--- src/rtl/instr_encoder_loader_pkg.sv ---
// Shared opcode type codes, AVR encoding prefixes and the symbolic-to-word encoder.
package instr_encoder_loader_pkg;

    localparam int unsigned OPCODE_COUNT = 4;

    typedef enum logic [OPCODE_COUNT-1:0] {
        TYPE_NOP = 4'h0,
        TYPE_ADD = 4'h1,
        TYPE_ADC = 4'h2,
        TYPE_SUB = 4'h3,
        TYPE_AND = 4'h4,
        TYPE_OR  = 4'h5,
        TYPE_NEG = 4'h6
    } opcode_e;

    localparam logic [5:0] ENC_ADC_PFX = 6'b000111;
    localparam logic [5:0] ENC_ADD_PFX = 6'b000011;
    localparam logic [5:0] ENC_SUB_PFX = 6'b000110;
    localparam logic [5:0] ENC_AND_PFX = 6'b001000;
    localparam logic [5:0] ENC_OR_PFX  = 6'b001010;
    localparam logic [6:0] ENC_NEG_PFX = 7'b1001010;
    localparam logic [3:0] ENC_NEG_LO  = 4'b0001;

    typedef enum logic [1:0] {
        ST_IDLE,
        ST_LOAD,
        ST_DRAIN,
        ST_DONE
    } state_e;

    typedef struct packed {
        logic        known;
        logic [15:0] word;
    } enc_t;

    function automatic enc_t encode_instr(input logic [OPCODE_COUNT-1:0] typ,
                                          input logic [4:0] rd,
                                          input logic [4:0] rr);
        enc_t e;
        e.known = 1'b1;
        e.word  = '0;
        case (typ)
            TYPE_ADC: e.word = {ENC_ADC_PFX, rr[4], rd, rr[3:0]};
            TYPE_ADD: e.word = {ENC_ADD_PFX, rr[4], rd, rr[3:0]};
            TYPE_SUB: e.word = {ENC_SUB_PFX, rr[4], rd, rr[3:0]};
            TYPE_AND: e.word = {ENC_AND_PFX, rr[4], rd, rr[3:0]};
            TYPE_OR:  e.word = {ENC_OR_PFX,  rr[4], rd, rr[3:0]};
            TYPE_NEG: e.word = {ENC_NEG_PFX, rd, ENC_NEG_LO};
            TYPE_NOP: e.word = '0;
            default:  e.known = 1'b0;
        endcase
        return e;
    endfunction

endpackage

--- src/rtl/instr_encoder_loader_if.sv ---
// Request stream (symbolic instruction in) and program-memory write port.
interface instr_encoder_loader_if #(
    parameter int unsigned INSTR_WIDTH  = 16,
    parameter int unsigned R_ADDR_WIDTH = 5,
    parameter int unsigned ADDR_WIDTH   = 8
) ();
    import instr_encoder_loader_pkg::*;

    logic                    in_valid;
    logic                    in_ready;
    logic [OPCODE_COUNT-1:0] in_type;
    logic [R_ADDR_WIDTH-1:0] in_rd;
    logic [R_ADDR_WIDTH-1:0] in_rr;
    logic                    in_last;
    logic                    mem_we;
    logic [ADDR_WIDTH-1:0]   mem_addr;
    logic [INSTR_WIDTH-1:0]  mem_wdata;
    logic                    mem_ready;

    modport slave (
        input  in_valid, in_type, in_rd, in_rr, in_last, mem_ready,
        output in_ready, mem_we, mem_addr, mem_wdata
    );

    modport master (
        output in_valid, in_type, in_rd, in_rr, in_last, mem_ready,
        input  in_ready, mem_we, mem_addr, mem_wdata
    );

endinterface

--- src/rtl/instr_encoder_loader_sync_fifo.sv ---
// Synchronous FIFO with flush; pointer MSB distinguishes full from empty.
module sync_fifo #(
    parameter int unsigned WIDTH = 16,
    parameter int unsigned DEPTH = 4
) (
    input  logic             clk,
    input  logic             rst_n,
    input  logic             flush_i,
    input  logic             push_i,
    input  logic             pop_i,
    input  logic [WIDTH-1:0] wdata_i,
    output logic [WIDTH-1:0] rdata_o,
    output logic             full_o,
    output logic             empty_o
);
    localparam int unsigned AW = $clog2(DEPTH);

    logic [WIDTH-1:0] mem_q [DEPTH];
    logic [AW:0]      wr_ptr_q;
    logic [AW:0]      rd_ptr_q;
    logic             do_push;
    logic             do_pop;

    assign empty_o = (wr_ptr_q == rd_ptr_q);
    assign full_o  = (wr_ptr_q[AW] != rd_ptr_q[AW]) && (wr_ptr_q[AW-1:0] == rd_ptr_q[AW-1:0]);
    assign do_push = push_i && !full_o;
    assign do_pop  = pop_i && !empty_o;
    assign rdata_o = mem_q[rd_ptr_q[AW-1:0]];

    always_ff @(posedge clk or negedge rst_n) begin
        if (!rst_n) begin
            wr_ptr_q <= '0;
            rd_ptr_q <= '0;
            for (int unsigned i = 0; i < DEPTH; i++) begin
                mem_q[i] <= '0;
            end
        end else if (flush_i) begin
            wr_ptr_q <= '0;
            rd_ptr_q <= '0;
        end else begin
            if (do_push) begin
                mem_q[wr_ptr_q[AW-1:0]] <= wdata_i;
                wr_ptr_q <= wr_ptr_q + (AW+1)'(1);
            end
            if (do_pop) begin
                rd_ptr_q <= rd_ptr_q + (AW+1)'(1);
            end
        end
    end

endmodule

--- src/rtl/instr_encoder_loader.sv ---
// Encodes symbolic instructions into AVR words and streams them into
// consecutive program-memory addresses through a small FIFO.
module instr_encoder_loader
    import instr_encoder_loader_pkg::*;
#(
    parameter int unsigned INSTR_WIDTH  = 16,
    parameter int unsigned R_ADDR_WIDTH = 5,
    parameter int unsigned ADDR_WIDTH   = 8,
    parameter int unsigned FIFO_DEPTH   = 4
) (
    input  logic                  clk,
    input  logic                  rst_n,
    input  logic                  start_i,
    input  logic [ADDR_WIDTH-1:0] base_addr_i,
    instr_encoder_loader_if.slave bus,
    output logic                  busy_o,
    output logic                  done_o,
    output logic                  err_unknown_o,
    output logic                  err_overflow_o,
    output logic [ADDR_WIDTH:0]   word_count_o
);
    state_e                  state_q;
    logic [ADDR_WIDTH-1:0]   addr_q;
    logic [ADDR_WIDTH:0]     word_count_q;
    logic                    err_unknown_q;
    logic                    err_overflow_q;

    logic [R_ADDR_WIDTH-1:0] rd;
    logic [R_ADDR_WIDTH-1:0] rr;
    enc_t                    enc;
    logic                    accept;
    logic                    push;
    logic                    wr_fire;
    logic                    fifo_full;
    logic                    fifo_empty;
    logic [INSTR_WIDTH-1:0]  fifo_head;

    assign rd = bus.in_rd;
    assign rr = bus.in_rr;

    always_comb begin
        enc = encode_instr(bus.in_type, rd, rr);
    end

    assign bus.in_ready  = (state_q == ST_LOAD) && !fifo_full;
    assign bus.mem_we    = !fifo_empty && ((state_q == ST_LOAD) || (state_q == ST_DRAIN));
    assign bus.mem_addr  = addr_q;
    assign bus.mem_wdata = fifo_head;

    assign accept  = bus.in_valid && bus.in_ready;
    // A restart flushes the FIFO, so anything offered in that cycle is dropped.
    assign push    = accept && enc.known && !start_i;
    assign wr_fire = bus.mem_we && bus.mem_ready;

    sync_fifo #(
        .WIDTH (INSTR_WIDTH),
        .DEPTH (FIFO_DEPTH)
    ) u_fifo (
        .clk     (clk),
        .rst_n   (rst_n),
        .flush_i (start_i),
        .push_i  (push),
        .pop_i   (wr_fire),
        .wdata_i (enc.word),
        .rdata_o (fifo_head),
        .full_o  (fifo_full),
        .empty_o (fifo_empty)
    );

    always_ff @(posedge clk or negedge rst_n) begin
        if (!rst_n) begin
            state_q        <= ST_IDLE;
            addr_q         <= '0;
            word_count_q   <= '0;
            err_unknown_q  <= 1'b0;
            err_overflow_q <= 1'b0;
        end else if (start_i) begin
            state_q        <= ST_LOAD;
            addr_q         <= base_addr_i;
            word_count_q   <= '0;
            err_unknown_q  <= 1'b0;
            err_overflow_q <= 1'b0;
        end else begin
            if (wr_fire) begin
                addr_q       <= addr_q + ADDR_WIDTH'(1);
                word_count_q <= word_count_q + (ADDR_WIDTH+1)'(1);
                if (addr_q == '1) begin
                    err_overflow_q <= 1'b1;
                end
            end
            if (accept && !enc.known) begin
                err_unknown_q <= 1'b1;
            end
            case (state_q)
                ST_LOAD:  if (accept && bus.in_last) state_q <= ST_DRAIN;
                ST_DRAIN: if (fifo_empty) state_q <= ST_DONE;
                default:  ;
            endcase
        end
    end

    assign busy_o         = (state_q == ST_LOAD) || (state_q == ST_DRAIN);
    assign done_o         = (state_q == ST_DONE);
    assign err_unknown_o  = err_unknown_q;
    assign err_overflow_o = err_overflow_q;
    assign word_count_o   = word_count_q;

endmodule

--- src/flat_wrapper.sv ---
// flat-port wrapper written by rule: the top's interface ports become plain ports
module instr_encoder_loader_flat import instr_encoder_loader_pkg::*;
#(
    parameter int unsigned INSTR_WIDTH  = 16,
    parameter int unsigned R_ADDR_WIDTH = 5,
    parameter int unsigned ADDR_WIDTH   = 8,
    parameter int unsigned FIFO_DEPTH   = 4
)
  (clk, rst_n, start_i, base_addr_i, busy_o, done_o, err_unknown_o, err_overflow_o, word_count_o, bus_in_valid, bus_in_type, bus_in_rd, bus_in_rr, bus_in_last, bus_mem_ready, bus_in_ready, bus_mem_we, bus_mem_addr, bus_mem_wdata);
  instr_encoder_loader_if #(.INSTR_WIDTH(INSTR_WIDTH), .R_ADDR_WIDTH(R_ADDR_WIDTH), .ADDR_WIDTH(ADDR_WIDTH)) bus_i ();
  input  logic clk;
  input  logic rst_n;
  input  logic start_i;
  input  logic [ADDR_WIDTH-1:0] base_addr_i;
  output logic busy_o;
  output logic done_o;
  output logic err_unknown_o;
  output logic err_overflow_o;
  output logic [ADDR_WIDTH:0] word_count_o;
  input wire logic [$bits(bus_i.in_valid)-1:0] bus_in_valid;
  input wire logic [$bits(bus_i.in_type)-1:0] bus_in_type;
  input wire logic [$bits(bus_i.in_rd)-1:0] bus_in_rd;
  input wire logic [$bits(bus_i.in_rr)-1:0] bus_in_rr;
  input wire logic [$bits(bus_i.in_last)-1:0] bus_in_last;
  input wire logic [$bits(bus_i.mem_ready)-1:0] bus_mem_ready;
  output wire logic [$bits(bus_i.in_ready)-1:0] bus_in_ready;
  output wire logic [$bits(bus_i.mem_we)-1:0] bus_mem_we;
  output wire logic [$bits(bus_i.mem_addr)-1:0] bus_mem_addr;
  output wire logic [$bits(bus_i.mem_wdata)-1:0] bus_mem_wdata;
  assign bus_i.in_valid = bus_in_valid;
  assign bus_i.in_type = bus_in_type;
  assign bus_i.in_rd = bus_in_rd;
  assign bus_i.in_rr = bus_in_rr;
  assign bus_i.in_last = bus_in_last;
  assign bus_i.mem_ready = bus_mem_ready;
  assign bus_in_ready = bus_i.in_ready;
  assign bus_mem_we = bus_i.mem_we;
  assign bus_mem_addr = bus_i.mem_addr;
  assign bus_mem_wdata = bus_i.mem_wdata;
  instr_encoder_loader #(.INSTR_WIDTH(INSTR_WIDTH), .R_ADDR_WIDTH(R_ADDR_WIDTH), .ADDR_WIDTH(ADDR_WIDTH), .FIFO_DEPTH(FIFO_DEPTH)) u_core (.clk(clk), .rst_n(rst_n), .start_i(start_i), .base_addr_i(base_addr_i), .bus(bus_i), .busy_o(busy_o), .done_o(done_o), .err_unknown_o(err_unknown_o), .err_overflow_o(err_overflow_o), .word_count_o(word_count_o));
endmodule
--- config.mk ---
export PLATFORM = sky130hd
export DESIGN_NAME = instr_encoder_loader_flat
export DESIGN_NICKNAME = d
export VERILOG_FILES = /design/src/rtl/instr_encoder_loader_pkg.sv /design/src/rtl/instr_encoder_loader_if.sv /design/src/rtl/instr_encoder_loader_sync_fifo.sv /design/src/rtl/instr_encoder_loader.sv /design/src/flat_wrapper.sv
export SDC_FILE = /design/constraint.sdc
export NUM_CORES = 1
export LEC_CHECK = 0
export ABC_AREA = 1
export CORE_MARGIN = 1.5
export CORE_UTILIZATION = 55
export CTS_CLUSTER_SIZE = 24
export DETAILED_ROUTE_END_ITERATION = 10
export PLACE_DENSITY = 0.81
export SYNTH_ARGS = -nofsm -noshare
export SYNTH_HDL_FRONTEND = slang
export SYNTH_SLANG_ARGS = --single-unit
--- constraint.sdc ---
create_clock -name clk -period 2.4 [get_ports clk]
set_clock_uncertainty 0.15 [all_clocks]
set_input_delay 0.72 -clock clk [delete_from_list [all_inputs] [get_ports clk]]
set_output_delay 0.72 -clock clk [all_outputs]
set_load 0.02 [all_outputs]
==> out/qor.txt, run 1 <==
=======================================================================================
Max-slew headroom ........................................................        64.4%
NumNets Final ............................................................          727
Switching share of power .................................................        34.7%
Fraction of the cycle the final worst path needs .........................         102%
Placeable core area ......................................................     8130 um2
Worst setup SP type ......................................................     register
Area growth from synthesis to final layout ...............................        26.9%
Number of I/O pins .......................................................           67
CTS tree .................................................................          yes
Data required time at the worst endpoint .................................      1530 ps
CTS clock-pin slew for the worst setup and hold paths ....................        80 ps
Critical Path Max Stage Delay ............................................       460 ps
Hold violation total from the final report ...............................            0
Top cells by area, synth ................................................. dfrtp_1 48%, nand2_1 20%, o21ai_0 5.1%, nor2_1 4.0%, inv_1 3.7%
Initial DRT Pass Iterations ..............................................            5
Inserted Diodes ..........................................................            0
Gate Count Post-Synth ....................................................          592
Clock latency of the later-clocked register in the worst-skew pair .......       360 ps
Synthesized area divided by synthesized cell count .......................     7.74 um2
Buffer cell driving the clock tree root ..................................     clkbuf_8
Internal power of the cells ..............................................      2.97 mW
Post-route setup slack ...................................................     -43.5 ps
Input/output buffers .....................................................           65
Residual antenna-violating net count after detailed routing ..............            0
Synth Net Count ..........................................................          630
X dimension of the die ...................................................      94.2 um
Proportion of layout cells with a drive suffix above 1 ...................        15.0%
RSZ-0062 raised after global routing .....................................          yes
Share of the synthesized area in the top cell type .......................        47.5%
Power density relative to cell area ......................................   781 nW/um2
Final weighted congestion in routability-driven placement ................        0.858
Wire length per cell after detailed routing ..............................      14.7 um
Number of clock sinks ....................................................           87
Number of warnings reported in the yosys synthesis log ...................            0
Number of antenna violations at the first check in global routing ........            0
Endpoints failing setup ..................................................            5
Slew of the pin with the lowest slew margin ..............................       528 ps
Filler cell count in the final layout ....................................          647
Initial Utilization ......................................................        56.3%
Post-Synthesis Cell Area .................................................     4580 um2
Biggest area consumer among synthesized cells ............................      dfrtp_1
CP dominant cell by count ................................................        buf_6
Via count of the first global-routing pass ...............................         4220
Most used standard cells in the synthesized netlist ...................... 243 x nand2_1, 87 x dfrtp_1, 49 x nor2_1, 47 x o21ai_0, 45 x inv_1
Worst-case clock buffer depth ............................................            2
Dpl cell area ............................................................     5550 um2
Drt drc ..................................................................            0
Standard-cell row count ..................................................           33
Vias post-DR .............................................................         4276
Critical Path Sink Type .................................................. primary output
Leakage dissipation ......................................................      3.08 nW
Cell at the slowest stage of the critical path ...........................      dfrtp_2
CTS HTree Levels .........................................................            3
Seq/Total Area, Yosys ....................................................        47.5%
Sequential group share of total power ....................................        39.7%
Final Hold Slack .........................................................       138 ps
DIE AREA .................................................................     8880 um2
Non-filler cells in the finished layout ..................................          799
Maximum frequency from static timing analysis ............................    0.409 GHz
Final core utilization ...................................................        71.5%
First-pass GRT wire length ...............................................      19.7 mm
Vias per cell ............................................................         5.35
Distinct cell type count of the synthesized netlist ......................           34
Cell count after placement ...............................................          777
Total Power ..............................................................      4.54 mW
Maximum net fanout on the critical path ..................................            4
Number of synthesized register bits ......................................           87
Most instantiated library cell after synthesis ...........................      nand2_1
Overall routing resource usage ...........................................        28.8%
Die Height ...............................................................      94.2 um
TritonCTS Buffers ........................................................            9
Dominant synthesized flop cell ...........................................      dfrtp_1
Final routed wirelength across all metal layers ..........................      11.7 mm
Crit Path Class ..........................................................   reg -> out
Residual overflow from global routing ....................................            0
Total count of max-transition violations in the final report .............            0
Failing checks ........................................................... negative setup slack
Worst voltage drop across the vdd grid ...................................     0.433 mV
Number of enable-type register cells in the synthesized netlist ..........            0
Post-layout minimum cycle time ...........................................      2440 ps
Number of buffers inserted by hold repair at cts .........................            0
Worst endpoint data arrival time .........................................      1570 ps
Outcome .................................................................. finished, violations left
Maximum Capacitance Violations ...........................................            0
Portion of total power attributed to combinational logic .................        34.9%
Path type of the worst min-delay path ....................................  in -> async
HPWL reported at the end of detailed placement ...........................      8.07 mm
Async S/R FF share, synth ................................................         100%
Crit-path cells .......................................................... buf_6 > xnor2_2 > buf_4 > nand3_4 > nand2_2 > inv_2 > buf_6
Largest net degree at the start of global routing ........................           44
Clock power frac .........................................................        25.4%
Number of violations reported at the end of detailed-routing iteration 0 .          344
Net switching power ......................................................      1.57 mW
Post-route cell area .....................................................     5810 um2
=======================================================================================
[cell families after synthesis]
logic type	after synthesis	share of synthesized area, %
AOI/OAI and AO/OA	71	8.52
other	1	0.0819
DFF	87	47.5
buffers and inverters	70	7.27
xor gates and xnor gates	10	1.91
and+or+nand+nor	343	31.9
adders and majority gates	10	2.73
[metal layers]
layer	global-route usage [%]	up-vias	part of all wire, %
li1	-	2057	-
met1	36.7	2020	42
met2	49.3	175	50
met3	3.40	24	5.8
met4	12.7	0	2.3
met5	0	-	0
[through the flow]
stage | worst slack (ps) | TNS [ps]
floorplan | 265 | 0
global placement | -140 | -8790
detailed placement | -215 | -12840
CTS | -59.7 | -92.8
global route | -73.0 | -567
finish | -43.5 | -90.8
[repair_timing]
item | 4_1_cts | 5_1_grt
setup endpoints to repair | 19 | 16
endpoints found under the hold margin | 0 | 0
gates resized for setup | 88 | 16
gates cloned | 0 | 0
buffers inserted | 5 | 1
pin swaps | 5 | 5
[worst paths after layout]
| kind | start | end | slack (ps) | cells past startpoint |
|---|---|---|---|---|
| worst max-delay path | u_core.u_fifo.rd_ptr_q[0] | bus_in_ready | -40 | 7 |
| worst min-delay path | rst_n | u_core.bus.mem_addr[3] | 140 | 1 |
| worst max register to register | u_core.u_fifo.rd_ptr_q[0] | u_core.u_fifo.mem_q[59] | 70 | 13 |
| worst min register to register | u_core.u_fifo.mem_q[28] | u_core.u_fifo.mem_q[28] | 320 | 2 |
| max in group asynchronous | rst_n | u_core.u_fifo.mem_q[52] | 1390 | 2 |
| min in group clk | u_core.u_fifo.mem_q[28] | u_core.u_fifo.mem_q[28] | 320 | 2 |
[registers in the layout, indices dropped and copies added, names as in the netlist]
signal	cells
u_core.u_fifo.rd_ptr_q	3
u_core.u_fifo.mem_q	60
u_core.err_unknown_o	1
u_core.bus.mem_addr	8
u_core.state_q	2
u_core.err_overflow_o	1
u_core.u_fifo.wr_ptr_q	3
u_core.word_count_o	9
[power by group through the flow]
stage	sequential [mW]	clock, mW	combinational [mW]
floorplan	1.84	0	0.861
global placement	1.81	0	1.58
detailed placement	1.82	0	1.63
CTS	1.80	1.17	1.53
global route	1.83	1.22	1.74
finish	1.80	1.15	1.58
[critical path: cells and delay by family, from the launching register on]
kind,cells,cell delay (ps)
DFF,1,460
buffers and inverters,4,440
xor gates and xnor gates,1,160
and+or+nand+nor,2,150
[placed cells by master (no fill, tap or decap), types with 11 or more instances in the layout]
master           synthesis  routed
clkdlybuf4s50_1          0      45
dfrtp_1                 87      85
o21ai_0                 47      45
buf_4                    1      45
nand3_1                 17      16
clkbuf_8                 0      11
o22ai_1                 15      15
nor2_1                  49      49
nand2_1                243     243
inv_1                   45      43
[area by class of cell]
type,instances,area (um2),area share (%)
flip-flops and latches,87,2180,37.5
multi-input cells,435,2090,36.0
clock inverters,3,65.1,1.12
repair buffers,107,993,17.1
inverters,49,194,3.34
well taps,105,131,2.26
clock buffers,13,159,2.73
(Power assumes the default switching activity.)
==> run 2, diff against run 1 <==
--- a/config.mk
+++ b/config.mk
@@ -7,10 +7,10 @@
 export LEC_CHECK = 0
 export ABC_AREA = 1
 export CORE_MARGIN = 1.5
-export CORE_UTILIZATION = 55
+export CORE_UTILIZATION = 49
 export CTS_CLUSTER_SIZE = 24
 export DETAILED_ROUTE_END_ITERATION = 10
-export PLACE_DENSITY = 0.81
+export PLACE_DENSITY = 0.76
 export SYNTH_ARGS = -nofsm -noshare
 export SYNTH_HDL_FRONTEND = slang
 export SYNTH_SLANG_ARGS = --single-unit
==> constraint.sdc (replaced) <==
create_clock -name clk -period 2.13 [get_ports clk]
set_clock_uncertainty 0.15 [all_clocks]
set_input_delay 0.639 -clock clk [delete_from_list [all_inputs] [get_ports clk]]
set_output_delay 0.639 -clock clk [all_outputs]
set_load 0.02 [all_outputs]
==> run 2 against run 1 <==
- the flow still finishes with violations (negative setup slack)
- critical endpoint is now bus_mem_wdata[10]
- highest routed layer unchanged
- total power grew 20%
- count of clock-buffer cells in the layout decreased by 3
- clock power is 17% higher
- first-iteration DRC count decreased by 28%
- critical path depth down 2
- largest power group unchanged
==> out/qor.txt, run 2 (synthesized netlist as in run 1, its figures left out) <==
=======================================================================================
Outcome .................................................................. finished, violations left
Failing checks ........................................................... negative setup slack
Fraction of the cycle the final worst path needs .........................         113%
Placeable core area ......................................................     9150 um2   +13%
Total area of sequential cells ...........................................     2180 um2   about the same
Path type of the worst min-delay path ....................................  in -> async
Initial Utilization ......................................................        50.0%   -6.3 points
Via count of the first global-routing pass ...............................         4237   +0.40%
Most common library cell in the layout ignoring fill and taps ............      nand2_1
Non-filler cells in the finished layout ..................................          828   +3.6%
Final Hold Slack .........................................................      60.5 ps   -77.9 ps
Maximum net fanout on the critical path ..................................            8   +4
Final weighted congestion in routability-driven placement ................        0.850   -0.99%
X dimension of the die ...................................................      99.7 um   +5.8%
Area growth from synthesis to final layout ...............................        37.3%
NumNets Final ............................................................          750   +3.2%
Clock power frac .........................................................        24.7%   -0.7 points
CTS tree .................................................................          yes
Drt drc ..................................................................            0   unchanged
Initial DRT Pass Iterations ..............................................            5   unchanged
RSZ-0062 raised after global routing .....................................          yes
Worst endpoint data arrival time .........................................      1620 ps   +50 ps
Data required time at the worst endpoint .................................      1340 ps   -190 ps
Net switching power ......................................................      1.97 mW   +25%
Standard-cell row count ..................................................           35   +6.1%
Worst voltage drop across the vdd grid ...................................     0.494 mV   +14%
Post-layout minimum cycle time ...........................................      2410 ps
Worst setup SP type ......................................................     register
Critical Path Sink Type .................................................. primary output
Portion of total power attributed to combinational logic .................        37.5%   +2.6 points
Input/output buffers .....................................................           65   unchanged
Filler cell count in the final layout ....................................          700   +8.2%
Worst-case clock buffer depth ............................................            2   unchanged
Number of I/O pins .......................................................           67   unchanged
Residual antenna-violating net count after detailed routing ..............            0   unchanged
Final routed wirelength across all metal layers ..........................      13.7 mm   +17%
Number of buffers inserted by hold repair at cts .........................            0   unchanged
Vias post-DR .............................................................         4533   +6.0%
Number of violations reported at the end of detailed-routing iteration 0 .          249   -28%
Most used cells in the layout excluding fill and tap cells ............... 227 x nand2_1, 86 x dfrtp_1, 55 x buf_4
Internal power of the cells ..............................................      3.48 mW   +17%
Switching share of power .................................................        36.1%   +1.4 points
Die Height ...............................................................      99.7 um   +5.8%
Buffer cell driving the clock tree root ..................................     clkbuf_8
Flip-flop count of the largest register after layout .....................           60   unchanged
Inserted Diodes ..........................................................            0   unchanged
DIE AREA .................................................................     9940 um2   +12%
Number of antenna violations at the first check in global routing ........            0   unchanged
Maximum Capacitance Violations ...........................................            0   unchanged
CTS clock-pin slew for the worst setup and hold paths ....................        90 ps   about the same
Final core utilization ...................................................        68.7%   -2.7 points
First-pass GRT wire length ...............................................      20.5 mm   +4.4%
Register with the most flip-flops ........................................ u_core.u_fifo.mem_q
Total count of max-transition violations in the final report .............            0   unchanged
CTS HTree Levels .........................................................            3   unchanged
Hold violation total from the final report ...............................            0   unchanged
Overall routing resource usage ...........................................        26.6%   -2.3 points
Cell count after placement ...............................................          791   +1.8%
Multi-input logic area ...................................................     2260 um2   +8.1%
Power density relative to cell area ......................................   866 nW/um2   +11%
Post-route setup slack ...................................................      -282 ps   -238 ps
Clock latency of the later-clocked register in the worst-skew pair .......       370 ps   about the same
Residual overflow from global routing ....................................            0   unchanged
Sequential group share of total power ....................................        37.7%   -2.0 points
Number of clock sinks ....................................................           87   unchanged
Largest net degree at the start of global routing ........................           36   -18%
Vias per cell ............................................................         5.47   +2.3%
Crit Path Class ..........................................................   reg -> out
Wire length per cell after detailed routing ..............................      16.6 um   +13%
Proportion of layout cells with a drive suffix above 1 ...................        22.2%   +7.2 points
Dpl ws ...................................................................      -409 ps   -194 ps
Leakage dissipation ......................................................      3.34 nW   +8.4%
Maximum frequency from static timing analysis ............................    0.415 GHz
TritonCTS Buffers ........................................................            9   unchanged
HPWL reported at the end of detailed placement ...........................      8.18 mm   +1.3%
Endpoints failing setup ..................................................           26   +21
=======================================================================================
-- run 2: changes by cell type in the layout (fill, tap and decap cells not counted), sizes merged --
cell / before / now
clkbuf: 14 / 11
inv: 47 / 49
nand2: 250 / 254
clkinvlp: 0 / 2
dlymetal6s2s: 0 / 3
clkdlybuf4s50: 45 / 24
buf: 60 / 79
dlygate4sd2: 1 / 18
-- run 2: layer usage --
metal	vias to the layer above	global-route usage, %	wire [um]
met2	237	42.9	6740
met4	0	14.1	494
met5	-	0	0
li1	2109	-	-
met3	44	3.87	1100
met1	2143	34.7	5410
-- run 2: path summary, 6_finish.rpt --
| check | from | end | slack, ps | cells after the start |
|---|---|---|---|---|
| worst min-delay path | rst_n | u_core.bus.mem_addr[3] | 60 | 1 |
| max in group asynchronous | rst_n | u_core.u_fifo.rd_ptr_q[0] | 1200 | 2 |
| min in group clk | u_core.u_fifo.mem_q[24] | u_core.u_fifo.mem_q[24] | 320 | 2 |
| worst min register to register | u_core.u_fifo.mem_q[24] | u_core.u_fifo.mem_q[24] | 320 | 2 |
| worst max-delay path | u_core.u_fifo.rd_ptr_q[0] | bus_mem_wdata[10] | -280 | 5 |
| worst max register to register | u_core.u_fifo.rd_ptr_q[0] | u_core.state_q[0] | -160 | 14 |
-- run 2: area by class of cell --
type / count / share of cell area (%)
clock buffers: 10 / 2.19
clock inverters: 6 / 1.47
inverters: 49 / 3.12
multi-input cells: 439 / 35.9
flip-flops and latches: 87 / 34.6
well taps: 111 / 2.21
repair buffers: 125 / 20.3
repair inverters: 1 / 0.179
-- run 2: power groups by stage --
stage	clock [mW]	sequential (mW)	combinational, mW
floorplan	0	2.07	0.970
global placement	0	2.04	1.85
detailed placement	0	2.05	1.89
CTS	1.35	2.03	1.92
global route	1.42	2.08	2.22
finish	1.35	2.05	2.05
-- run 2: metrics by stage --
stage | power, mW | cell area [um2] | setup TNS (ps)
global route | 5.72 | 6290 | -7850
global placement | 3.88 | 5670 | -22650
floorplan | 3.04 | 4580 | 0
detailed placement | 3.94 | 5670 | -27280
CTS | 5.30 | 6070 | -3650
finish | 5.45 | 6290 | -4250
-- run 2: timing repair --
item,CTS,global route
pin swaps,8,23
gates resized for setup,141,47
cloned,3,6
endpoints found under the setup margin,42,83
setup buffers,9,5
-- run 2: critical path: stages (launching register included) --
cell,delay [ps]
dfrtp_2,490
buf_12,150
buf_16,120
o21ai_1,70
o22ai_1,230
buf_4,190
==> run 3, diff against run 2 <==
--- a/config.mk
+++ b/config.mk
@@ -7,10 +7,10 @@
 export LEC_CHECK = 0
 export ABC_AREA = 1
 export CORE_MARGIN = 1.5
-export CORE_UTILIZATION = 49
+export CORE_UTILIZATION = 55
 export CTS_CLUSTER_SIZE = 24
 export DETAILED_ROUTE_END_ITERATION = 10
-export PLACE_DENSITY = 0.76
+export PLACE_DENSITY = 0.81
 export SYNTH_ARGS = -nofsm -noshare
 export SYNTH_HDL_FRONTEND = slang
 export SYNTH_SLANG_ARGS = --single-unit
==> constraint.sdc (replaced) <==
create_clock -name clk -period 2.59 [get_ports clk]
set_clock_uncertainty 0.15 [all_clocks]
set_input_delay 0.777 -clock clk [delete_from_list [all_inputs] [get_ports clk]]
set_output_delay 0.777 -clock clk [all_outputs]
set_load 0.02 [all_outputs]
==> run 3 against run 2 <==
- the flow now finishes without violations
- first-iteration DRC count is 33% higher
- count of clock-buffer cells in the layout is 1 higher
- critical path depth is 2 higher
- final cell count is 4.5% lower
- combinational power is 33% lower
- worst hold slack better by 52 ps
- core utilization is 1.2 points higher
- largest power group unchanged
- sequential power is 19% lower
- critical endpoint is now bus_mem_we
- critical path type unchanged
- register-to-register slack better by 510 ps
==> out/qor.txt, run 3 (synthesized netlist as in run 1, its figures left out) <==
=======================================================================================
Initial Utilization ......................................................        56.3%   +6.3 points
Register-to-register setup slack .........................................       350 ps   +510 ps
Vias post-DR .............................................................         4241   -6.4%
Input/output buffers .....................................................           65   unchanged
Met1 global-route usage ..................................................        36.9%   +2.2 points
Cell at the slowest stage of the critical path ...........................      dfrtp_1
Startpoint of the worst-slack reg-to-reg timing path ..................... u_core.u_fifo.rd_ptr_q[0]
Leakage dissipation ......................................................      3.02 nW   -9.6%
Wire length per cell after detailed routing ..............................      14.8 um   -11%
Launching instance or port of the critical path .......................... u_core.u_fifo.rd_ptr_q[0]
Kind of cell with the highest combined delay on the critical path ........ buffers and inverters
Maximum Capacitance Violations ...........................................            0   unchanged
Worst voltage drop across the vdd grid ...................................     0.393 mV   -21%
Internal power of the cells ..............................................      2.56 mW   -26%
Proportion of layout cells with a drive suffix above 1 ...................        13.7%   -8.5 points
R2R depth ................................................................           12   -2
CTS clock-pin slew for the worst setup and hold paths ....................        90 ps   about the same
DIE AREA .................................................................     8880 um2   -11%
Total Power ..............................................................      4.02 mW   -26%
Net switching power ......................................................      1.46 mW   -26%
End point of the critical path ...........................................   bus_mem_we
TritonCTS Buffers ........................................................            9   unchanged
Sequential group share of total power ....................................        41.6%   +3.9 points
Initial DRT Pass Iterations ..............................................            5   unchanged
Non-filler cells in the finished layout ..................................          791   -4.5%
Worst-case clock buffer depth ............................................            2   unchanged
Inserted Diodes ..........................................................            0   unchanged
Clock latency of the later-clocked register in the worst-skew pair .......       350 ps   -20 ps
Fraction of met2 tracks used by global routing ...........................        48.9%   +6.0 points
Clock power frac .........................................................        24.1%   -0.6 points
Fraction of the cycle the final worst path needs .........................        99.2%
Hold violation total from the final report ...............................            0   unchanged
X dimension of the die ...................................................      94.2 um   -5.4%
RSZ-0062 raised after global routing .....................................          yes
Vias per cell ............................................................         5.36   -2.1%
Most common library cell in the layout ignoring fill and taps ............      nand2_1
Placeable core area ......................................................     8130 um2   -11%
Number of violations reported at the end of detailed-routing iteration 0 .          330   +33%
Critical Path Sink Type .................................................. primary output
Most crowded layer after global routing ..................................         met2
Crit-path cells .......................................................... buf_4 > buf_4 > xnor2_4 > nand3b_1 > nand2_1 > inv_1 > buf_2
Setup TNS ................................................................         0 ps   +4250 ps
Switching share of power .................................................        36.4%   +0.26 points
CTS HTree Levels .........................................................            3   unchanged
Drt drc ..................................................................            0   unchanged
Largest net degree at the start of global routing ........................           51   +42%
Final weighted congestion in routability-driven placement ................        0.870   +2.4%
NumNets Final ............................................................          719   -4.1%
Maximum net fanout on the critical path ..................................            3   -5
Data required time at the worst endpoint .................................      1660 ps   +320 ps
Portion of total power attributed to combinational logic .................        34.3%   -3.2 points
Flip-flop count of the largest register after layout .....................           60   unchanged
Worst setup SP type ......................................................     register
Overall routing resource usage ...........................................        28.1%   +1.6 points
Endpoints failing setup ..................................................            0   -100%
Register with the most flip-flops ........................................ u_core.u_fifo.mem_q
Final core utilization ...................................................        69.9%   +1.2 points
Path type of the worst min-delay path ....................................  in -> async
Number of gates on the worst path with buffers counted ...................            7   +2
Crit Path Class ..........................................................   reg -> out
CTS tree .................................................................          yes
Residual antenna-violating net count after detailed routing ..............            0   unchanged
Via count of the first global-routing pass ...............................         4155   -1.9%
CP dominant cell by count ................................................        buf_4
Standard-cell row count ..................................................           33   -5.7%
Reg2reg end .............................................................. u_core.u_fifo.mem_q[13]
First-pass GRT wire length ...............................................      19.4 mm   -5.5%
Post-layout minimum cycle time ...........................................      2570 ps
Final routed wirelength across all metal layers ..........................      11.7 mm   -15%
Buffer cell driving the clock tree root ..................................     clkbuf_8
HPWL reported at the end of detailed placement ...........................      8.12 mm   -0.70%
Worst endpoint data arrival time .........................................      1640 ps   +20 ps
Outcome .................................................................. finished, final reports clean
Met3 Use GR ..............................................................        2.91%   -0.95 points
Combined buffer and inverter count along the critical path ...............            4   +1
Residual overflow from global routing ....................................            0   unchanged
Number of buffers inserted by hold repair at cts .........................            0   unchanged
Cell count after placement ...............................................          774   -2.1%
Number of antenna violations at the first check in global routing ........            0   unchanged
Die Height ...............................................................      94.2 um   -5.4%
Area growth from synthesis to final layout ...............................        24.2%
Number of clock sinks ....................................................           87   unchanged
Critical Path Max Stage Delay ............................................       420 ps   -70 ps
Most used cells in the layout excluding fill and tap cells ............... 243 x nand2_1, 86 x dfrtp_1, 49 x nor2_1
Power density relative to cell area ......................................   707 nW/um2   -18%
Number of I/O pins .......................................................           67   unchanged
Total count of max-transition violations in the final report .............            0   unchanged
Maximum frequency from static timing analysis ............................    0.389 GHz
=======================================================================================
-- run 3: timing repair --
item | CTS | global route
resized for setup | 42 | 27
buffers inserted | 0 | 1
endpoints found under the setup margin | 18 | 16
pin swaps | 1 | 1
-- run 3: layout make-up --
class	count	area [um2]
clock buffers	11	141
well taps	105	131
fillers	642	2450
multi-input cells	435	2090
inverters	49	196
repair buffers	99	890
clock inverters	5	57.6
flip-flops and latches	87	2180
-- run 3: worst register-to-register path: stages (launching register included) --
cell and delay (ps):
dfrtp_1 420, buf_4 150, buf_4 150, xnor2_4 140, nand3_2 100, nand2_2 60
buf_4 140, nor2_4 150, nand3_4 190, inv_6 150, nand2_4 160, nand2_1 110
nand2_1 60
-- run 3: routing by layer --
layer  share of wire (%)  up-vias
met1                  43     1993
met5                   0        -
li1                    -     2042
met2                  49      190
met3                 7.6       16
met4                 1.0        0
-- run 3: per-stage QoR --
stage | hold slack [ps] | setup slack [ps] | instance area (um2)
after floorplan | 287 | 398 | 4580
after global routing | 118 | -42.5 | 5690
final | 112 | 21.7 | 5690
after detailed placement | 303 | -76.4 | 5530
after global placement | 298 | -18.1 | 5530
after CTS | 117 | 0.393 | 5730
-- run 3: power by group through the flow --
stage / registers (mW) / clock network, mW / logic, mW
floorplan: 1.70 / 0 / 0.798
global placement: 1.69 / 0 / 1.46
detailed placement: 1.69 / 0 / 1.49
CTS: 1.67 / 0.974 / 1.42
global route: 1.69 / 1.03 / 1.51
finish: 1.67 / 0.971 / 1.38
-- run 3: worst min path at each step --
stage / cells past startpoint / to / slack [ps] / startpoint
2_1_floorplan: 2 / u_core.u_fifo.mem_q[16] / 290 / u_core.u_fifo.mem_q[16]
3_3_place_gp: 2 / u_core.u_fifo.mem_q[31] / 300 / u_core.u_fifo.mem_q[31]
3_5_place_dp: 2 / u_core.u_fifo.mem_q[45] / 300 / u_core.u_fifo.mem_q[45]
4_1_cts: 1 / u_core.bus.mem_addr[3] / 120 / rst_n
5_1_grt: 1 / u_core.bus.mem_addr[3] / 120 / rst_n
6_report: 1 / u_core.bus.mem_addr[3] / 110 / rst_n
==> variant, RTL diff (flow settings as in run 1) <==
Re-encode `state_e` (4 states) as one-hot, 4 bits wide.
--- a/src/rtl/instr_encoder_loader_pkg.sv
+++ b/src/rtl/instr_encoder_loader_pkg.sv
@@ -21,11 +21,11 @@
     localparam logic [6:0] ENC_NEG_PFX = 7'b1001010;
     localparam logic [3:0] ENC_NEG_LO  = 4'b0001;
 
-    typedef enum logic [1:0] {
-        ST_IDLE,
-        ST_LOAD,
-        ST_DRAIN,
-        ST_DONE
+    typedef enum logic [3:0] {
+        ST_IDLE  = 4'b0001,
+        ST_LOAD  = 4'b0010,
+        ST_DRAIN = 4'b0100,
+        ST_DONE  = 4'b1000
     } state_e;
 
     typedef struct packed {
Behaviour: same outputs for any inputs over 4 cycles, from zero or initial values and one cycle with rst_n low; so few cycles prove little.
==> variant against run 1 <==
  * Sequential cell count increased by 2
  * Global-route usage up 0.43 points
  * Power down 8.2%
  * Wire length grew 8.3%
  * Synthesized area rose by 2.9%
  * Design area grew 4.5%
  * Count of clock-buffer cells in the layout decreased by 4
  * Setup slack better by 47 ps
==> variant: results (changes against run 1) <==
* Status: finished clean
* Later-pin clock latency in the skew report at 350 ps
* Via density at 5.56 (+3.8%)
* FFs & Latches at 89 (+2.3%)
* Top cells by count, synth: 217 x nand2_1, 88 x dfrtp_1, 83 x nand3_1
* Clock buffer depth at 2 (unchanged)
* Cell area after placement at 0.00578 mm^2 (+4.3%)
* Vias in the first global route at 4,500 (+6.6%)
* First-pass GRT wire length at 20.7 mm (+5.4%)
* Area of the multi-input gates at 0.00221 mm^2 (+5.7%)
* GRT Total Usage at 0.293 (+0.00427)
* CP arrival at 1530 ps (-40 ps)
* Synth Flop Type: dfrtp_1
* Seq/total area at 0.367 (-0.00783)
* First-pass DRT Iterations at 5 (unchanged)
* Signal buf overhead at 0.190 (+0.0186)
* Post-synthesis cell type count at 32 (-5.9%)
* Sequential-to-total area share from yosys stat at 0.473 (-0.00262)
* Drt wl/cell at 15.2 um (+3.5%)
* Detailed-route via count at 4,646 (+8.7%)
* Worst r2r path cells at 11 (-2)
* Pre-CTS WS at -214 ps (+1.03 ps)
* Inverters at 39 (-20%)
* Leakage power total at 3.24 nW (+5.2%)
* CTS root buffer: clkbuf_8
* Pin count of the biggest net entering global routing at 35 (-20%)
* Port Buffers at 65 (unchanged)
* CTS Hold Bufs at 0 (unchanged)
* Seq. cell area at 0.00223 mm^2 (+2.3%)
* Number of flip-flops in the largest register at 60 (unchanged)
* Final slew viol count at 0 (unchanged)
* Die Wd at 95.6 um (+1.4%)
* Maximum fanout along the worst path at 11 (+7)
* Max H-tree Level at 3 (unchanged)
* Cts bufs inserted at 9 (unchanged)
* Ys Warns at 0 (unchanged)
* Setup bufs post-CTS at 3 (-2)
* Worst hold path type: primary input to async pin
* Synth async-reset ratio at 1.00 (unchanged)
* Bufs w/o clock at 129 (+21%)
* Top cells by area, synth: dfrtp_1 47%, nand2_1 17%, nand3_1 8.8%
* Dpl hpwl at 8.72 mm (+8.0%)
* Multi-input comb cells at 458 (+5.3%)
* N_diodes at 0 (unchanged)
* Slew of the pin with the lowest slew margin at 575 ps (+47.0 ps)
* 1st-iter DRT viols at 348 (+1.2%)
* Post-synth net total at 654 (+3.8%)
* Layout cell share with drive strength beyond 1 at 0.175 (+0.0252)
* RD Place Congestion at 0.893 (+4.0%)
* Clk pin slew, worst setup/hold paths at 100 ps (+20 ps)
* Post-CTS resize count at 80 (-9.1%)
* Clock-cell share at 0.0328 (-0.00577)
* Layout fillers at 624 (-3.6%)
* # nets final at 761 (+4.7%)
* Final Hold Vio Count at 0 (unchanged)
* Largest Register: u_core.u_fifo.mem_q
* Peak supply drop at 0.000303 V (-30%)
* Avg Inst Size Synth at 7.61 um^2 (-1.6%)
* DP Cell Count at 816 (+5.0%)
## variant: cell count changes after synthesis, moves of 5 or more
cell             run 1  this run
a21boi_0             0         5
nand2_1            243       217
inv_1               45        38
clkbuf_1            11        17
buf_2                1         7
nand3_1             17        83
## variant: path summary, 6_finish.rpt
kind	start	end	slack, ps
min in group clk	u_core.u_fifo.mem_q[56]	u_core.u_fifo.mem_q[56]	330
worst max register to register	u_core.u_fifo.rd_ptr_q[1]	u_core.u_fifo.mem_q[45]	440
max in group asynchronous	rst_n	u_core.u_fifo.mem_q[0]	1420
worst min register to register	u_core.u_fifo.mem_q[56]	u_core.u_fifo.mem_q[56]	330
worst min-delay path	rst_n	u_core.state_q[2]	100
worst max-delay path	u_core.u_fifo.rd_ptr_q[0]	bus_mem_wdata[8]	3
## variant: worst max-delay path: stages (launching register included)
cell      delay (ps)
dfrtp_2          440
clkinv_4         120
buf_6            170
o21ai_1          170
o22ai_2          110
buf_4            170
## variant: kinds of logic (layout without fill, tap and decap cells)
logic type | after synthesis | count (layout) | share of synthesized area
and+or+nand+nor | 370 | 370 | 0.333
DFF | 89 | 89 | 0.473
buffers and inverters | 72 | 184 | 0.0727
AOI/OAI and AO/OA | 69 | 69 | 0.0820
xor gates and xnor gates | 11 | 11 | 0.0204
adders and majority gates | 7 | 7 | 0.0186
other | 1 | 1 | 0.000796
## variant: power breakdown
part / switching (mW) / internal (mW)
sequential: 0.127 / 1.65
combinational: 0.771 / 0.564
clock: 0.560 / 0.491
total: 1.46 / 2.71
## variant: metal layers
layer  vias to the layer above  routed length (um)  global-route usage
met2                       199                6470               0.505
met5                         -                   0                   0
met4                         0                 199               0.110
li1                       2212                   -                   -
met1                      2213                5260               0.377
met3                        22                 769              0.0311
